**src/rtl/register_file.sv**
```systemverilog
// rtl/register_file.sv - architectural register file with rename tags and ROB commit/lookup merge
// Optional RF_STAT_EN adds commit and flush counters.
module register_file #(
  parameter int ROBWD = 4,
  parameter int NREG  = 32
) (
  input  logic             clk,
  input  logic             rst,
  input  logic             rdy,
  input  logic             ID_rn_flag,
  input  logic [4:0]       ID_rn_rd,
  input  logic [31:0]      ID_rn_rob_id,
  input  logic [4:0]       ID_rs1,
  input  logic [4:0]       ID_rs2,
  output logic [ROBWD-1:0] RF_id1_cut,
  output logic [ROBWD-1:0] RF_id2_cut,
  input  logic             RF_id1_ready,
  input  logic             RF_id2_ready,
  input  logic [31:0]      RF_id1_val,
  input  logic [31:0]      RF_id2_val,
  output logic             RF_rs1_busy,
  output logic [31:0]      RF_rs1_val,
  output logic [31:0]      RF_rs1_rob_id,
  output logic             RF_rs2_busy,
  output logic [31:0]      RF_rs2_val,
  output logic [31:0]      RF_rs2_rob_id,
  input  logic             ROB_cmt_rf_flag,
  input  logic [4:0]       ROB_cmt_rf_rd,
  input  logic [31:0]      ROB_cmt_rf_rob_id,
  input  logic [31:0]      ROB_cmt_rf_val,
  input  logic             jump_wrong_flag
`ifdef RF_STAT_EN
  ,
  output logic [31:0]      RF_cmt_cnt,
  output logic [31:0]      RF_flush_cnt
`endif
);

  logic [31:0]     val_q [NREG];
  logic [31:0]     tag_q [NREG];
  logic [NREG-1:0] busy_q;
  logic [NREG-1:0] busy_d;

  logic cmt_en;
  logic rn_en;
  logic flush_en;

  // x0 is excluded here so its row can never be written or renamed.
  assign cmt_en   = rdy & ROB_cmt_rf_flag & (ROB_cmt_rf_rd != 5'd0);
  assign flush_en = rdy & jump_wrong_flag;
  assign rn_en    = rdy & ID_rn_flag & (ID_rn_rd != 5'd0) & ~jump_wrong_flag;

  // Busy priority: matching commit clears, then flush clears all, else rename sets.
  always_comb begin
    busy_d = busy_q;
    for (int i = 0; i < NREG; i++) begin
      if (cmt_en && (ROB_cmt_rf_rd == 5'(i)) && (tag_q[i] == ROB_cmt_rf_rob_id))
        busy_d[i] = 1'b0;
    end
    if (flush_en) begin
      busy_d = '0;
    end else begin
      for (int i = 0; i < NREG; i++) begin
        if (rn_en && (ID_rn_rd == 5'(i)))
          busy_d[i] = 1'b1;
      end
    end
  end

  always_ff @(posedge clk or negedge rst) begin
    if (!rst) begin
      for (int i = 0; i < NREG; i++) begin
        val_q[i] <= '0;
        tag_q[i] <= '0;
      end
      busy_q <= '0;
    end else begin
      for (int i = 0; i < NREG; i++) begin
        if (cmt_en && (ROB_cmt_rf_rd == 5'(i)))
          val_q[i] <= ROB_cmt_rf_val;
        if (rn_en && (ID_rn_rd == 5'(i)))
          tag_q[i] <= ID_rn_rob_id;
      end
      busy_q <= busy_d;
    end
  end

  logic [31:0] rs1_tag;
  logic [31:0] rs2_tag;

  assign rs1_tag    = tag_q[ID_rs1];
  assign rs2_tag    = tag_q[ID_rs2];
  assign RF_id1_cut = rs1_tag[ROBWD-1:0];
  assign RF_id2_cut = rs2_tag[ROBWD-1:0];

  // The commit bypass must win over the ROB lookup: that entry is being released this cycle.
  always_comb begin
    RF_rs1_busy   = 1'b0;
    RF_rs1_val    = '0;
    RF_rs1_rob_id = rs1_tag;
    if (ID_rs1 == 5'd0) begin
      RF_rs1_val = '0;
    end else if (!busy_q[ID_rs1]) begin
      RF_rs1_val = val_q[ID_rs1];
    end else if (ROB_cmt_rf_flag && (ROB_cmt_rf_rd == ID_rs1) &&
                 (ROB_cmt_rf_rob_id == rs1_tag)) begin
      RF_rs1_val = ROB_cmt_rf_val;
    end else if (RF_id1_ready) begin
      RF_rs1_val = RF_id1_val;
    end else begin
      RF_rs1_busy = 1'b1;
    end
  end

  always_comb begin
    RF_rs2_busy   = 1'b0;
    RF_rs2_val    = '0;
    RF_rs2_rob_id = rs2_tag;
    if (ID_rs2 == 5'd0) begin
      RF_rs2_val = '0;
    end else if (!busy_q[ID_rs2]) begin
      RF_rs2_val = val_q[ID_rs2];
    end else if (ROB_cmt_rf_flag && (ROB_cmt_rf_rd == ID_rs2) &&
                 (ROB_cmt_rf_rob_id == rs2_tag)) begin
      RF_rs2_val = ROB_cmt_rf_val;
    end else if (RF_id2_ready) begin
      RF_rs2_val = RF_id2_val;
    end else begin
      RF_rs2_busy = 1'b1;
    end
  end

`ifdef RF_STAT_EN
  always_ff @(posedge clk or negedge rst) begin
    if (!rst) begin
      RF_cmt_cnt   <= '0;
      RF_flush_cnt <= '0;
    end else begin
      if (cmt_en)
        RF_cmt_cnt <= RF_cmt_cnt + 32'd1;
      if (flush_en)
        RF_flush_cnt <= RF_flush_cnt + 32'd1;
    end
  end
`endif

endmodule

```
**config.mk**
```make
export PLATFORM = sky130hd
export DESIGN_NAME = register_file
export DESIGN_NICKNAME = d
export VERILOG_FILES = /design/src/rtl/register_file.sv
export SDC_FILE = /design/constraint.sdc
export NUM_CORES = 2
export LEC_CHECK = 0
export CAP_MARGIN = 25
export CORE_MARGIN = 2
export CORE_UTILIZATION = 29
export CTS_BUF_LIST = sky130_fd_sc_hd__clkbuf_4 sky130_fd_sc_hd__clkbuf_8
export DETAILED_ROUTE_END_ITERATION = 12
export PLACE_DENSITY_LB_ADDON = 0.1
export SLEW_MARGIN = 20
export SYNTH_ARGS = -nofsm -noshare
export SYNTH_HDL_FRONTEND = slang
export SYNTH_SLANG_ARGS = --single-unit
```
**constraint.sdc**
```tcl
create_clock -name clk -period 6.6 [get_ports clk]
set_input_delay 0.99 -clock clk [delete_from_list [all_inputs] [get_ports clk]]
set_output_delay 0.99 -clock clk [all_outputs]
set_load 0.005 [all_outputs]
```
## Word-level counts from Yosys, hierarchy flattened

Index checks and enable logic that the tools add are counted.

- Reduce and logical (&&, ||, !) cells: 138
- Bitwise operators: 9
- Mux-type cells: 97
- Eq/ne operators: 98
- Magnitude comparators: 4

Operator list:

| cell | number |
|---|---|
| $eq A32 B32 Y1 | 34 |
| $bmux W32 S5 | 4 |
| $mux W32 | 17 |
| $eq A5 B5 Y1 const B | 32 |
| $logic_and A1 B1 Y1 | 100 |
| $reduce_bool A3 Y1 | 32 |
| $eq A5 B4 Y1 const B | 16 |
| $mux W1 | 74 |
| $eq A5 B3 Y1 const B | 8 |
| $eq A5 B2 Y1 const B | 4 |
| $logic_not A5 Y1 | 4 |
| $ge A6 B6 Y1 const B | 2 |
| $lt A5 B6 Y1 const B | 2 |
| $not A5 Y6 | 2 |
| $bmux W1 S5 | 2 |
| $eq A5 B1 Y1 const B | 2 |
| $eq A5 B5 Y1 | 2 |
| $reduce_bool A5 Y1 | 2 |
| $and A1 B1 Y1 | 6 |
| $not A1 Y1 | 1 |

- Input port bits: 188
- Output and inout port bits: 138
- Register bits: 2080

## Depth between registers and ports, before layout

- Depth in word-level cells: 9
- Depth in mapped cells: 18

## Worst setup path before layout

Ideal clock, no wire load.

- Path type: input to output
- Start: input port ID_rs1[1]
- End: output port RF_rs1_val[10]
- Arrival time: 4.288 ns
- Path buffers: 8
- Slack: 1.322 ns
- Stages: 17
- Cells stage by stage: buf_4 > buf_4 > buf_2 > buf_4 > buf_2 > buf_2 > mux4_2 > a22o_1 > a221oi_1 > o21ai_0 > o41ai_1 > o221a_2 > nand4_1 > buf_2 > clkbuf_1 > or3_1 > a31oi_1

- Cells in the longest elaborated chain, start to end: 9
- Elaborated cells on any way between the ends: 17
- Classes of those cells: eq/ne: 2; mux: 11; bitwise: 1; reduce/logical: 3

Ends and longest elaborated chain:

| what | line | RTL |
|---|---|---|
| start, declared | 13 | `input logic [4:0] ID_rs1,` |
| $not A5 Y6 (not written as such) | 91, 104 |  |
| $bmux W32 S5 | 91 | `assign rs1_tag = tag_q[ID_rs1];` |
| $mux W32 (not written as such) (2 in series) | 91 |  |
| $eq A32 B32 Y1 | 106 | `(ROB_cmt_rf_rob_id == rs1_tag)) begin` |
| $logic_and A1 B1 Y1 | 105 | `end else if (ROB_cmt_rf_flag && (ROB_cmt_rf_rd == ID_rs1) &&` |
| $mux W32 | 105 |  |
| $mux W32 | 103 | `end else if (!busy_q[ID_rs1]) begin` |
| $mux W32 * | 101 | `if (ID_rs1 == 5'd0) begin` |
| end, declared | 22 | `output logic [31:0] RF_rs1_val,` |

Every way passes the cells marked *; elsewhere a longest branch is shown, timed or not. The select of a mux whose other input is x is not followed.

## Worst setup path after layout

- Start: register tag_q[866] (netlist bit)
- End: output port RF_rs2_val[3]

- Cells in the longest elaborated chain, start to end: 8

Ends and longest elaborated chain:

| what | line | RTL |
|---|---|---|
| start, declared | 40 | `logic [31:0] tag_q [NREG];` |
| start signal, assigned by index | 82 | `tag_q[i] <= ID_rn_rob_id;` |
| $bmux W32 S5 | 92 | `assign rs2_tag = tag_q[ID_rs2];` |
| $mux W32 (not written as such) (2 in series) | 92 |  |
| $eq A32 B32 Y1 | 124 | `(ROB_cmt_rf_rob_id == rs2_tag)) begin` |
| $logic_and A1 B1 Y1 | 123 | `end else if (ROB_cmt_rf_flag && (ROB_cmt_rf_rd == ID_rs2) &&` |
| $mux W32 | 123 |  |
| $mux W32 | 121 | `end else if (!busy_q[ID_rs2]) begin` |
| $mux W32 | 119 | `if (ID_rs2 == 5'd0) begin` |
| end, declared | 25 | `output logic [31:0] RF_rs2_val,` |

Every way passes these cells. The select of a mux whose other input is x is not followed.

==> impl_metrics.toml <==
[run_status]
outcome = "complete, but fails checks"
violations = "setup timing"

[pwr]
p_per_area_nw_per_um2 = 260
leakagePower_nw = 64.6
ir_worst_vdd_mv = 0.154

[global_routing]
overflow = 0
grt_max_degree = 183
antenna_found_initial = 66
grt_pass1_vias = 94100
grt_usage_pct = 31.6
grt_pass1_wl_um = 924000

[worst_hold_path]
hold_end = "val_q[1021]"
hold_path_depth = 0
min_path_type = "register to register"
hp-start = "val_q[1021]"

[place]
place.gp.congestion = 1.03
dp_cells = 15000
dp_hpwl_um = 509000
portBuffers = 325

[cts]
clock_latency_ns = 1.19
htree_levels = 5
cts_tree = "built"
clock_path_buffers = 4
clock_tree.root_cell = "clkbuf_8"
clock_sinks = 2080
clk_pin_slew_ns = 0.07
cts_buffers = 409

[cells_and_area]
layout_common_cells = "2,073 x dfrtp_1, 2,032 x mux2_2, 1,094 x mux4_2, 758 x buf_4, 726 x xnor2_1"
nets = 9930
fillers = 41900
instances_no_fill = 15800
syn2layout_area_growth_pct = 19.2
layout-drive-gt1-share_pct = 49.7
multi_input_area_um2 = 69300
final_common_cell = "dfrtp_1"
ff_latch_area_um2 = 52100

[detailed_routing]
met1_length_um = 292000
ant_nets = 0
wl_per_cell_um = 44.5
drcViolationCount = 0
avgViaCountPerCell = 5.91
vias = 93200
drt_iter0_markers = 10900
dr.pass1.iters = 6
routed_wirelength_um = 701000
wl_met3_um = 54600
wl_met2_um = 311000
highest_layer = "met5"

[floorplan]
die-area_um2 = 436000
dieHeight_um = 660
rows = 240
core_area_um2 = 428000
start_util_pct = 29.2
die_w_um = 660
ios = 326

[sta]
period_needed_ns = 6.64
hold_viol = 0
finalCritPeriodShare_pct = 101
fin_tns_setup_ns = -0.0735
fmax_mhz = 151
worst_pin_slew_ns = 1.28
setup_viol = 3
timing.final.ws_setup_ns = -0.0437
skew_ns = 0.0820
rsz0062_at_grt = "true"
slew_headroom_pct = 14.3
finalMaxSlewViolations = 0

[synthesis]
synth_edf_count = 0
syn-cell-area_um2 = 125000
synth_cells = 9127
seq_area_frac_synth_pct = 41.7
synth_area_per_cell_um2 = 13.7
ys.flop_type = "dfrtp_1"
syn-num-nets = 9315
synth_cell_types = 73
ys.warnings.count = 0
synthArstFlopShare_pct = 100
ys_seq_elements = 2080

[worst_setup_path]
rrSetupSlack_ns = 3.11
cp-end-kind = "primary output"
r2r-start = "tag_q[58]"
worst-setup-path-type = "register to primary output"
critPathLaunchType = "register"
critPathMaxFanout = 8
worstPathRequired_ns = 5.61
r2r_cells = 5
crit_arrival_ns = 5.65
worst_r2r_endpoint = "busy_q[30]"

[flow_run]
cap_violations = 0
[per-stage QoR]
step | power [mW] | cell area, µm² | setup WS [ns] | utilization, % | hold slack (ns)
6_report | 38.7 | 149000 | -0.0437 | 34.8 | 0.394
5_1_grt | 39.9 | 149000 | -0.0318 | 34.8 | 0.405
4_1_cts | 38.9 | 149000 | -0.183 | 34.7 | 0.356
3_5_place_dp | 24.2 | 139000 | -1.09 | 32.5 | 0.383
3_3_place_gp | 24.0 | 139000 | -1.17 | 32.5 | 0.377
2_1_floorplan | 19.6 | 125000 | 1.32 | - | 0.441
[synth_stat cells (120+ instances only)]
| master | instances | area share [%] |
|---|---|---|
| clkbuf_1 | 669 | 2.0 |
| buf_1 | 138 | 0.41 |
| nand4_1 | 220 | 1.1 |
| buf_2 | 120 | 0.48 |
| nor2_1 | 200 | 0.60 |
| mux2i_1 | 251 | 2.0 |
| xor2_1 | 304 | 2.1 |
| nor4_1 | 125 | 0.63 |
| mux2_2 | 2032 | 18 |
| nand2_1 | 193 | 0.58 |
| xnor2_1 | 737 | 5.2 |
| dfrtp_1 | 2080 | 42 |
| mux4_2 | 1094 | 20 |
[worst max-delay path, cell delays in order (launching register included)]
cell             delay [ns]
dfrtp_1                0.48
mux4_2                 0.49
mux2i_1                0.88
a211oi_1               0.30
xnor2_1                0.27
nand4_1                0.21
buf_4                  0.20
nor4_4                 0.41
buf_12                 0.22
a31oi_1                0.13
a21oi_2                0.28
clkdlybuf4s50_1        0.59
[sequential cells by signal, indices dropped and copies added (netlist names)]
name / flops
busy_q: 32
tag_q: 1024
val_q: 1024
[final cells by class]
class                           count  area share [%]
Antenna cell                       21          0.0353
Multi-Input combinational cell   5987            46.5
Clock buffer                      666            5.55
Inverter                           54           0.145
Timing Repair Buffer             1210            7.56
Clock inverter                     63           0.422
Tap cell                         5687            4.78
Sequential cell                  2080            35.0
[worst max path at each step]
stage	start	to	slack [ns]	depth (start not counted)
6_report	tag_q[866]	RF_rs2_val[3]	-0.04	11
5_1_grt	tag_q[761]	RF_rs1_val[7]	-0.03	14
4_1_cts	tag_q[761]	RF_rs1_val[29]	-0.18	13
3_5_place_dp	ID_rs1[0]	RF_rs1_busy	-1.09	20
3_3_place_gp	ID_rs1[1]	RF_rs1_busy	-1.17	19
2_1_floorplan	ID_rs1[1]	RF_rs1_val[10]	1.32	17
[cells by family (layout without fill, tap and decap cells)]
family | Yosys count | count (layout) | synth area share, %
AOI/OAI and AO/OA | 544 | 544 | 3.03
xor gates and xnor gates | 1041 | 1041 | 7.30
buffers and inverters | 1060 | 1993 | 3.61
DFF | 2080 | 2080 | 41.7
muxes | 3377 | 3377 | 40.1
other | 0 | 21 | 0
and+or+nand+nor | 1025 | 1025 | 4.31
[metal layers]
| metal | up-vias | track usage (%) |
|---|---|---|
| li1 | 35900 | - |
| met1 | 51300 | 42.0 |
| met2 | 4845 | 48.3 |
| met3 | 1215 | 6.70 |
| met4 | 24 | 16.4 |
| met5 | - | 0 |
[power by group]
group	internal (mW)	switching [mW]	total, mW
clock network	8.22	6.34	14.6
logic	3.89	4.73	8.62
registers	14.1	1.49	15.6
total	26.2	12.6	38.7
[repair_timing]
action                                  4_1_cts  5_1_grt
pin swaps                                     8       15
hold buffers                                  1        0
gates cloned                                  2        2
endpoints found under the hold margin        55        0
gates resized for setup                      96       67
buffers inserted                             10       16
endpoints found under the setup margin       65       59
(Power assumes the default switching activity.)
